==> config.mk <==
export PLATFORM = sky130hd
export DESIGN_NAME = c3lib_gf_clkmux_ctrl
export DESIGN_NICKNAME = d
export VERILOG_FILES = /design/src/rtl/c3lib_gf_clkmux_pkg.sv /design/src/rtl/c3lib_gf_clkmux_ctrl_bitsync.sv /design/src/rtl/c3lib_gf_clkmux_ctrl.sv
export SDC_FILE = /design/constraint.sdc
export NUM_CORES = 1
export LEC_CHECK = 0
export CORE_AREA = 3 3 40 42
export CTS_CLUSTER_SIZE = 12
export DETAILED_ROUTE_END_ITERATION = 10
export DIE_AREA = 0 0 43 45
export GPL_TIMING_DRIVEN = 0
export PLACE_DENSITY = 0.51
export SLEW_MARGIN = 20
export SYNTH_ARGS = -nofsm -noshare
export SYNTH_HDL_FRONTEND = slang
export SYNTH_SLANG_ARGS = --single-unit
==> constraint.sdc <==
create_clock -name i_clk -period 4.5 [get_ports i_clk]
set_input_delay 0.9 -clock i_clk [delete_from_list [all_inputs] [get_ports i_clk]]
set_output_delay 0.9 -clock i_clk [all_outputs]
set_load 0.1 [all_outputs]
==> src/rtl/c3lib_gf_clkmux_pkg.sv <==
// Shared types and limits for the glitch-free clock-mux switch controller.
package c3lib_gf_clkmux_pkg;

  localparam int SYNC_STAGES_MIN = 2;
  localparam int SYNC_STAGES_MAX = 4;

  typedef enum logic [2:0] {
    IDLE     = 3'd0,
    WAIT_OFF = 3'd1,
    WAIT_ON  = 3'd2,
    DONE     = 3'd3,
    ERR      = 3'd4
  } clkmux_state_t;

  // Keeps an out-of-range depth from building a useless or oversized synchronizer.
  function automatic int clamp_sync_stages(input int n);
    if (n < SYNC_STAGES_MIN) return SYNC_STAGES_MIN;
    if (n > SYNC_STAGES_MAX) return SYNC_STAGES_MAX;
    return n;
  endfunction

endpackage

==> src/rtl/c3lib_gf_clkmux_ctrl_bitsync.sv <==
// Multi-flop synchronizer (c3lib_bitsync) with synchronous reset to RESET_VAL.
module c3lib_bitsync #(
  parameter int                DWIDTH     = 1,
  parameter logic [DWIDTH-1:0] RESET_VAL  = '0,
  parameter int                SYNCSTAGES = 2
) (
  input  logic              clk,
  input  logic              rst,
  input  logic [DWIDTH-1:0] data_in,
  output logic [DWIDTH-1:0] data_out
);

  logic [SYNCSTAGES-1:0][DWIDTH-1:0] stage_reg;

  always_ff @(posedge clk) begin
    if (rst) begin
      stage_reg <= {SYNCSTAGES{RESET_VAL}};
    end else begin
      stage_reg <= {stage_reg[SYNCSTAGES-2:0], data_in};
    end
  end

  assign data_out = stage_reg[SYNCSTAGES-1];

endmodule

==> src/rtl/c3lib_gf_clkmux_ctrl.sv <==
// Switch controller for a glitch-free clock mux: drives the select and tracks the
// mux gate enables. Timeout/ERR logic is built only with C3LIB_GF_CLKMUX_CTRL_TIMEOUT_EN.
module c3lib_gf_clkmux_ctrl
  import c3lib_gf_clkmux_pkg::*;
#(
  parameter int   SYNC_STAGES = 2,
  parameter int   TIMEOUT_CYC = 1024,
  parameter logic RESET_SEL   = 1'b0
) (
  input  logic i_clk,
  input  logic i_rst,
  input  logic i_sw_req,
  input  logic i_sw_target,
  input  logic i_en_a_stat,
  input  logic i_en_b_stat,
  input  logic i_err_clr,
  output logic o_sel_clk,
  output logic o_busy,
  output logic o_sw_done,
  output logic o_sw_err
);

  localparam int SYNC_DEPTH = clamp_sync_stages(SYNC_STAGES);

  logic [1:0]    stat_async;
  logic [1:0]    stat_sync;
  clkmux_state_t state_reg, state_next;
  logic          sel_reg, sel_next;
  logic          old_off;
  logic          new_on;
  logic          timeout;

  // Bit 0 tracks clock A, bit 1 tracks clock B.
  assign stat_async = {i_en_b_stat, i_en_a_stat};

  generate
    for (genvar gi = 0; gi < 2; gi++) begin : g_sync
      c3lib_bitsync #(
        .DWIDTH    (1),
        .RESET_VAL (1'b0),
        .SYNCSTAGES(SYNC_DEPTH)
      ) u_sync (
        .clk     (i_clk),
        .rst     (i_rst),
        .data_in (stat_async[gi]),
        .data_out(stat_sync[gi])
      );
    end
  endgenerate

  // sel_reg already holds the new target while switching, so the old clock is the other one.
  assign old_off = sel_reg ? ~stat_sync[0] : ~stat_sync[1];
  assign new_on  = sel_reg ?  stat_sync[1] :  stat_sync[0];

  always_ff @(posedge i_clk) begin
    if (i_rst) begin
      state_reg <= IDLE;
      sel_reg   <= RESET_SEL;
    end else begin
      state_reg <= state_next;
      sel_reg   <= sel_next;
    end
  end

  always_comb begin
    state_next = state_reg;
    sel_next   = sel_reg;
    case (state_reg)
      IDLE: begin
        if (i_sw_req) begin
          if (i_sw_target != sel_reg) begin
            sel_next   = i_sw_target;
            state_next = WAIT_OFF;
          end else begin
            state_next = DONE;
          end
        end
      end
      WAIT_OFF: begin
        // A met exit condition wins over a simultaneous timeout.
        if (old_off) begin
          state_next = WAIT_ON;
        end else if (timeout) begin
          state_next = ERR;
        end
      end
      WAIT_ON: begin
        if (new_on) begin
          state_next = DONE;
        end else if (timeout) begin
          state_next = ERR;
        end
      end
      DONE: begin
        state_next = IDLE;
      end
      ERR: begin
        if (i_err_clr) begin
          state_next = IDLE;
        end
      end
      default: begin
        state_next = IDLE;
      end
    endcase
  end

`ifdef C3LIB_GF_CLKMUX_CTRL_TIMEOUT_EN
  localparam int               CNT_W    = $clog2(TIMEOUT_CYC);
  localparam logic [CNT_W-1:0] CNT_MAX  = CNT_W'(TIMEOUT_CYC - 1);
  // ERR is taken on the edge where the counter would reach TIMEOUT_CYC-1.
  localparam logic [CNT_W-1:0] CNT_TRIP = CNT_W'(TIMEOUT_CYC - 2);

  logic [CNT_W-1:0] cnt_reg, cnt_next;
  logic             cnt_clr;
  logic             cnt_inc;

  assign cnt_clr = (state_reg == IDLE) && (state_next == WAIT_OFF);
  assign cnt_inc = (state_reg == WAIT_OFF) || (state_reg == WAIT_ON);
  assign timeout = (cnt_reg == CNT_TRIP);

  always_comb begin
    cnt_next = cnt_reg;
    if (cnt_clr) begin
      cnt_next = '0;
    end else if (cnt_inc && (cnt_reg != CNT_MAX)) begin
      cnt_next = cnt_reg + CNT_W'(1);
    end
  end

  always_ff @(posedge i_clk) begin
    if (i_rst) begin
      cnt_reg <= '0;
    end else begin
      cnt_reg <= cnt_next;
    end
  end

  assign o_sw_err = (state_reg == ERR);
`else
  assign timeout  = 1'b0;
  assign o_sw_err = 1'b0;
`endif

  assign o_sel_clk = sel_reg;
  assign o_busy    = (state_reg != IDLE);
  assign o_sw_done = (state_reg == DONE);

endmodule

# Word level (Yosys, flattened, before mapping)
# Cells that the tools add are included.
# classes
mux	8
n_reduce_logical	4
eq_ne	9
n_bitwise	2
# ops
cell	n
$mux W3	4
$pmux W3 S4	1
$ne A2 B2 Y1 const B	4
$eq A3 B2 Y1 const B	2
$reduce_and A4 Y1	1
$eq A3 B1 Y1 const B	1
$eq A3 B3 Y1 const B	1
$logic_not A3 Y1	1
$reduce_and A3 Y1	1
$reduce_bool A3 Y1	1
$mux W1	2
$mux W2	1
$not A1 Y1	2
$ne A1 B1 Y1	1
# word_totals
regBits	8
inputBits	7
output_inout_bits	4
word_cells	29

# Longest topological paths before layout
# Gate-level depths: netlist of the first run.
# logic_depth
word_depth	4
mapped_depth	6
depth_no_buf	6

# By module
# A second synthesis of the first run with hierarchy kept.
# unflattened
cells_unflattened	38
hier_area_um2	366.6
# by_module_without_submodules
mod	seq_area_each_um2	area_each_um2	instances	cells_each
c3lib_gf_clkmux_ctrl	60.1	261.5	1	30
c3lib_bitsync	40.0	52.6	2	4

# Worst setup path after synthesis of the first run
# Ideal clock, no wire load.
# synth_path
path_kind	reg2reg
from	reg sel_reg (netlist: o_sel_clk)
to	reg state_reg[1]
required_ps	4413
path_slack_ps	2111
stages_incl_launch_ff	5
period_less_slack_ps	2389
arrival_time_ps	2302
n_path_buf	0
setup_ps	87
path_cell_list	dfxtp_1 mux2_2 a222oi_1 or4b_1 o31ai_1
# synth_via
elab_chain_cells	4
elab_cells_between_ends	9
classes_between	eq/ne: 3; mux: 5; reduce/logical: 1
# synth_lines
element	line_no	source
start: declaration	c3lib_gf_clkmux_ctrl.sv:28	logic sel_reg, sel_next;
start signal: assignment	c3lib_gf_clkmux_ctrl.sv:61	sel_reg <= sel_next;
$ne A1 B1 Y1	c3lib_gf_clkmux_ctrl.sv:71	if (i_sw_target != sel_reg) begin
$mux W2	c3lib_gf_clkmux_ctrl.sv:71	
$mux W3	c3lib_gf_clkmux_ctrl.sv:70	if (i_sw_req) begin
$pmux W3 S4	c3lib_gf_clkmux_ctrl.sv:68	case (state_reg)
end signal: assignment	c3lib_gf_clkmux_ctrl.sv:60	state_reg <= state_next;
end: declaration	c3lib_gf_clkmux_ctrl.sv:27	clkmux_state_t state_reg, state_next;
# Parallel ways exist; a longest one is shown, timed or not. The select of a mux whose other input is x is not followed.
# A chain may end at the register's enable or synchronous reset.

# Worst setup path in the final report of the first run
# layout_path
from	reg state_reg[0]
to	out o_busy
# layout_via
elab_chain_cells	1
# layout_lines
element	line_no	source
$reduce_bool A3 Y1	c3lib_gf_clkmux_ctrl.sv:146	assign o_busy = (state_reg != IDLE);
end: declaration	c3lib_gf_clkmux_ctrl.sv:18	output logic o_busy,
# No other way between the ends.

==> results of run 1 <==
## through the flow
step | area [um2] | worst slack (ps) | power [uW] | hold slack, ps
floorplan | 367 | 2110 | 197 | 414
global placement | 465 | 1730 | 225 | 421
detailed placement | 465 | 1700 | 229 | 431
CTS | 492 | 1420 | 287 | 438
global route | 492 | 1310 | 303 | 454
finish | 492 | 1430 | 284 | 437
## kinds of logic (layout without fill, tap and decap cells)
family	Yosys count	in the layout	share of synthesized area, %
compound gates	5	5	9.56
xor+xnor	1	1	2.39
fa+ha+maj	6	6	20.5
buf+inv	5	17	6.14
flops	7	7	38.2
mux	2	2	5.80
other cells	1	1	1.02
simple gates	11	11	16.4
## critical path, cell delays in order, from the launching register on
cell	delay (ps)
dfxtp_1	390
inv_1	120
ha_1	240
inv_1	60
clkdlybuf4s50_1	1120
## cells in the final DEF (no fill, tap or decap), types with 2 or more instances in the layout
cell,netlist,routed
a21oi_1,2,2
ha_1,6,6
clkdlybuf4s50_1,0,8
clkbuf_4,0,3
o31ai_1,2,2
dfxtp_1,7,7
nand2_1,3,3
nor2b_1,4,4
inv_1,4,4
## Yosys cell counts, drive strengths merged (2+ instances only)
master / number / area (um2)
o31ai: 2 / 15.0
inv: 4 / 15.0
dfxtp: 7 / 140
a21oi: 2 / 10.0
nand2: 3 / 11.3
ha: 6 / 75.1
nor2b: 4 / 25.0
## layer usage
layer  vias up  wire length (um)
met1       126               265
met5         -                 0
met4         0                 0
met2         8               296
met3         0                52
li1        148                 -
## power by group through the flow
stage               sequential [uW]  combinational (uW)  clock (uW)
floorplan                      92.7                 104           0
global placement               82.2                 143           0
detailed placement             83.4                 146           0
CTS                            81.9                 146        58.6
global route                   84.1                 159        60.7
finish                         81.9                 146        55.9
## how the worst max path moves through the flow
stage | from | endpoint
finish | state_reg[0] | o_busy
global route | state_reg[0] | o_busy
CTS | state_reg[0] | o_busy
detailed placement | state_reg[0] | o_busy
global placement | state_reg[0] | o_busy
floorplan | o_sel_clk | state_reg[1]
## final cells by class
cell class	count	area [um2]	area share (%)
Timing Repair Buffer	8	80.1	16.3
Multi-Input combinational cell	26	204	41.5
Clock buffer	4	26.3	5.34
Inverter	4	15.0	3.05
Tap cell	15	18.8	3.82
Sequential cell	7	140	28.5
Buffer	1	7.51	1.53
==> flow_summary.ini, run 1 <==
[outcome]
status = completed

[power]
pwr-share-clk_pct = 19.7
p_leak_uw = 0.000215
p_per_area_nw_per_um2 = 577
cellInternalPower_uw = 151
p_sw_share_pct = 46.7
power.net_switching_uw = 132
irDropWorstVdd_v = 0.000165
p_comb_share_pct = 51.4
seqPwrFrac_pct = 28.9

[floorplan]
die_h_um = 45
core_area_um2 = 1280
dieWidth_um = 43
initial_core_util_pct = 28.5
num_rows = 13
die_area_um2 = 1940
ios = 11

[yosys]
synth-seq-cells = 7
syn_inst = 38
synth-main-ff-cell = dfxtp_1
synth_enable_flop_cells = 0
synth_warnings = 0
synth_cell_types = 17
syn-num-nets = 51
netlist_area_um2 = 367
synth.avg_cell_area_um2 = 9.65
async_flop_share_pct = 0
synth_seq_area_share_pct = 38.2

[global_route]
antenna_found_initial = 0
grt_busiest_layer = met2
grtUsageMet3_pct = 3.98
use_met1_pct = 6.80
grt_util_met2_pct = 14.1
track_usage_pct = 7.85
grt_max_degree = 10
grt_pass1_vias = 287
grt.overflow.total = 0
grt_first_pass_wirelength_mm = 1.10

[cts]
cts_setup_buffers = 0
cts.htree.levels = 1
clock_latency_ps = 250
cts_buffer_depth = 2
cts_sinks = 7
cts_tree = built
cts.reportedPaths.clkPinSlew_ps = 50
ctsResizeCount = 0
cts_root_buf = clkbuf_4
numCtsBuffers = 3
postCtsHoldBufs = 0

[critical_path]
rr_endpoint = state_reg[1]
r2r_setup_slack_ps = 2550
worstSetupEndpointType = primary output
arrival_ps = 2170
reg2reg_from = state_reg[0]
crit_path_start_kind = flip-flop
worstPathMaxFanout = 4
crit_type = reg2out
required_ps = 3600
rr_worst_depth = 5

[cells_and_area]
utilization_pct = 38.3
drive_gt1_share_pct = 10.0
final_cells = 65
fill_cells = 134
areaGrowthSynthToFinish_pct = 34.1
diodes = 0
nNetsFinal = 64

[timing]
drv_slew = 0
setup_violations = 0
rsz0062_at_grt = no
clock_skew_ps = 2.36
fmax_ghz = 0.325
max_slew.worst_pin.slew_ps = 964
period_minus_slack_ps = 3070
relSlewSlack_pct = 35.5
setup-tns-final_ps = 0
period_share_pct = 68.3
hold_viol_final = 0

[hold_path]
hold_path_end = g_sync[0].u_sync.data_out
hold_class = reg2reg
min_path_cells = 1
hp-start = g_sync[0].u_sync.stage_reg[0]

[route]
vias_per_cell = 4.34
detail-route-antenna-nets = 0
wl_per_cell_um = 9.45
dr.pass1.iters = 4
drtIter0Drc = 5
vias = 282
wl_um = 614
drc = 0

[run]
maxCapViolations = 0

[placement]
dp.cells = 61
io_buffers = 8
gp_congestion = 0.688
(Power assumes the default switching activity.)
==> inputs of run 2 (changes only) <==
PLACE_DENSITY = 0.52   (was 0.51)
clock period = 2.7 ns   (was 4.5 ns; I/O delays follow)
==> run 2 against run 1 <==
  * Worst setup slack worse by 1200 ps
  * Critical path type unchanged
  * Via count is 0.35% higher
  * Global-route usage hardly changed
  * Highest routed layer is now met4
  * Die area stayed put
  * Critical path depth is 2 lower
==> flow_summary.ini, run 2 (synthesized netlist as in run 1, its figures left out) <==
[timing]
relSlewSlack_pct = 35.1
worst_slack_ps = 225
period_minus_slack_ps = 2480
setup_violations = 0
rsz0062_at_grt = no
hold_viol_final = 0
max_slew.worst_pin.slew_ps = 971
period_share_pct = 91.7
setup-tns-final_ps = 0
timing.hold.ws_ps = 445
drv_slew = 0
clock_skew_ps = 0.809
fmax_ghz = 0.404

[placement]
gp_congestion = 0.612
hpwl_um = 460
io_buffers = 8
dp_slack_ps = 235

[global_route]
antenna_found_initial = 0
grt_first_pass_wirelength_mm = 1.00
grt_max_degree = 10
track_usage_pct = 7.83
grt.overflow.total = 0
grt_pass1_vias = 257

[cells_and_area]
utilization_pct = 38.2
final_cell_mix = 7 x dfxtp_1, 7 x clkdlybuf4s50_1, 6 x ha_1
nNetsFinal = 64
diodes = 0
fill_cells = 144
areaGrowthSynthToFinish_pct = 33.8
drive_gt1_share_pct = 10.0

[power]
p_leak_uw = 0.000217
p_per_area_nw_per_um2 = 958
irDropWorstVdd_v = 0.000292

[floorplan]
num_rows = 13
initial_core_util_pct = 28.5
die_h_um = 45
dieWidth_um = 43
die_area_um2 = 1940
core_area_um2 = 1280
ios = 11

[route]
wl_per_cell_um = 9.62
vias_per_cell = 4.35
vias = 283
drtIter0Drc = 1
drc = 0
detail-route-antenna-nets = 0
wl_um = 625
dr.pass1.iters = 4

[run]
maxCapViolations = 0

[cts]
postCtsHoldBufs = 0
clock_latency_ps = 250
cts.htree.levels = 1
cts_tree = built
cts_buffer_depth = 2
cts_sinks = 7
numCtsBuffers = 3
cts.reportedPaths.clkPinSlew_ps = 50
cts_root_buf = clkbuf_4

[outcome]
status = completed

[critical_path]
crit_path_start_kind = flip-flop
worstPathMaxFanout = 4
crit_type = reg2out
arrival_ps = 1940
worstSetupEndpointType = primary output
required_ps = 2160

[hold_path]
hold_class = reg2reg
[run 2: cell types whose count changed in the layout (fill, tap and decap cells not counted), sizes merged]
| cell | before | now |
|---|---|---|
| clkdlybuf4s50 | 8 | 7 |
| dlygate4sd2 | 0 | 1 |
[run 2: cell type report]
type | instances | area, um2 | area share (%)
Timing Repair Buffer | 8 | 78.8 | 16.1
Buffer | 1 | 7.51 | 1.53
Clock buffer | 4 | 26.3 | 5.36
Sequential cell | 7 | 140 | 28.6
Multi-Input combinational cell | 26 | 204 | 41.6
Inverter | 4 | 15.0 | 3.06
Tap cell | 15 | 18.8 | 3.83
[run 2: metal layers]
layer  wire [um]  track usage [%]  vias to the layer above
met3          38             3.59                        4
met1         294             8.92                      121
met2         269             9.88                        8
met4          21             9.04                        0
li1            -                -                      150
met5           0                0                        -
[run 2: worst paths after layout]
kind,cells past startpoint,endpoint,slack (ps),from
min reg2reg,1,g_sync[1].u_sync.data_out,440,g_sync[1].u_sync.stage_reg[0]
max,2,o_sw_done,220,state_reg[0]
max reg2reg,5,state_reg[1],790,state_reg[0]
min,1,g_sync[1].u_sync.data_out,440,g_sync[1].u_sync.stage_reg[0]
[run 2: power by group]
part	internal, uW	total (uW)	switching (uW)
clock network	56.5	96.8	40.3
registers	120	137	17.1
logic	70.2	236	166
total	247	470	223
[run 2: what timing repair did]
| action | in CTS | in global routing |
|---|---|---|
| resized for setup | 1 | 0 |
| setup endpoints to repair | 1 | 0 |
| buffers inserted | 0 | 0 |
[run 2: worst max-delay path, cell delays in order (launching register included)]
cell	delay (ps)
dfxtp_1	390
ha_1	160
clkdlybuf4s50_1	1130
[run 2: stage by stage]
stage | instance area, um2 | power [uW] | instances
after global routing | 490 | 503 | 65
final | 490 | 470 | 65
after global placement | 465 | 383 | 61
after floorplan | 367 | 328 | 38
after detailed placement | 465 | 381 | 61
after CTS | 490 | 476 | 65
==> inputs of run 3 (changes only) <==
CORE_AREA = 2 2 39 41   (was 3 3 40 42)
CTS_CLUSTER_DIAMETER = 30   (was not set)
DIE_AREA = 0 0 41 43   (was 0 0 43 45)
==> run 3 against run 2 <==
  * Final cell count rose by 1.5%
  * Clock skew is 1.5 ps higher
  * Critical path type unchanged
  * Global-route usage up 0.66 points
  * Flip-flop and latch count is the same
  * Sequential share of layout area decreased by 0.29 points
  * Register-to-register slack better by 40 ps
  * Sequential power about the same
  * Largest cell class unchanged
  * Clock-buffer cell count did not move
==> flow_summary.ini, run 3 (synthesized netlist as in run 1, its figures left out) <==
[global_route]
grt.overflow.total = 0
track_usage_pct = 8.48
grt_first_pass_wirelength_um = 972
antenna_found_initial = 0
grt_pass1_vias = 260
grt_max_degree = 10

[outcome]
status = completed

[timing]
period_minus_slack_ps = 2450
fmax_ghz = 0.409
setup-tns-final_ps = 0
drv_slew = 0
timing.hold.ws_ps = 447
relSlewSlack_pct = 35.7
rsz0062_at_grt = no
period_share_pct = 90.6
hold_viol_final = 0
max_slew.worst_pin.slew_ps = 963
clock_skew_ps = 2.33
setup_violations = 0

[power]
p_leak_uw = 0.000226
p_comb_share_pct = 51.2
seqPwrFrac_pct = 29.3
cellInternalPower_uw = 252
power.net_switching_uw = 215
irDropWorstVdd_v = 0.000383
p_sw_share_pct = 46.1
p_per_area_nw_per_um2 = 942
pwr-share-clk_pct = 19.5

[placement]
io_buffers = 8
hpwl_um = 429
post_dp_cell_area_um2 = 467
gp_congestion = 0.634

[critical_path]
arrival_ps = 1910
required_ps = 2160
crit_type = reg2out
worstPathMaxFanout = 4
critical-path-top-delay-family = buffers and inverters
worstSetupEndpointType = primary output
critPathBufInv = 1
crit_path_max_incr_delay_ps = 1120
startpoint = state_reg[0]
crit_path_start_kind = flip-flop
reg2reg_from = state_reg[0]
path_cells = ha_1, clkdlybuf4s50_1
cp_slowest_cell = clkdlybuf4s50_1

[cts]
cts_root_buf = clkbuf_4
cts_tree = built
cts.reportedPaths.clkPinSlew_ps = 50
clock_latency_ps = 240
ctsResizeCount = 0
numCtsBuffers = 3
postCtsHoldBufs = 0
cts_setup_buffers = 0
cts_sinks = 7
cts.htree.levels = 1
cts_buffer_depth = 2

[cells_and_area]
areaGrowthSynthToFinish_pct = 35.2
final_cell_mix = 7 x dfxtp_1, 7 x clkdlybuf4s50_1, 6 x ha_1
fin_area_um2 = 495
nNetsFinal = 64
diodes = 0
drive_gt1_share_pct = 10.0

[floorplan]
initial_core_util_pct = 26.5
core_area_um2 = 1380
die_h_um = 43
ios = 11
die_area_um2 = 1760
dieWidth_um = 41
num_rows = 14

[route]
vias_per_cell = 4.12
drc = 0
wl_um = 583
vias = 272
dr.pass1.iters = 4
wl_per_cell_um = 8.83
detail-route-antenna-nets = 0
drtIter0Drc = 6

[run]
maxCapViolations = 0

[hold_path]
hp-start = g_sync[1].u_sync.stage_reg[0]
hold_class = reg2reg
run 3: area by class of cell:
cell class                      count  area [um2]
Buffer                              1        7.51
Tap cell                           16        20.0
Sequential cell                     7         140
Clock buffer                        4        26.3
Multi-Input combinational cell     26         204
Fill cell                         155         888
Inverter                            4        15.0
Timing Repair Buffer                8        82.6
run 3: worst paths after layout:
| kind | to | slack, ps | cells past startpoint |
|---|---|---|---|
| worst min register to register | g_sync[1].u_sync.data_out | 450 | 1 |
| worst min-delay path | g_sync[1].u_sync.data_out | 450 | 1 |
| worst max-delay path | o_sw_done | 250 | 2 |
| worst max register to register | state_reg[1] | 830 | 5 |
run 3: power groups by stage:
stage	clock network, uW	logic [uW]	registers [uW]
floorplan	0	173	155
global placement	0	241	138
detailed placement	0	242	139
CTS	95.5	243	137
global route	104	263	139
finish	91.0	239	137
run 3: per-layer routing:
layer  GRT usage (%)  up-vias  routed length (um)
met4            2.00        0                   0
met3            7.85        0                  44
met1            10.5      114                 298
met2            10.6       10                 239
li1                -      148                   -
met5               0        -                   0
run 3: stage by stage:
stage / setup slack (ps) / power, uW / util [%] / std cells
detailed placement: 265 / 380 / 33.7 / 62
global placement: 279 / 380 / 33.7 / 62
global route: 192 / 506 / 35.8 / 66
CTS: 0.827 / 475 / 35.6 / 66
finish: 253 / 467 / 35.8 / 66
floorplan: 311 / 328 / - / 38
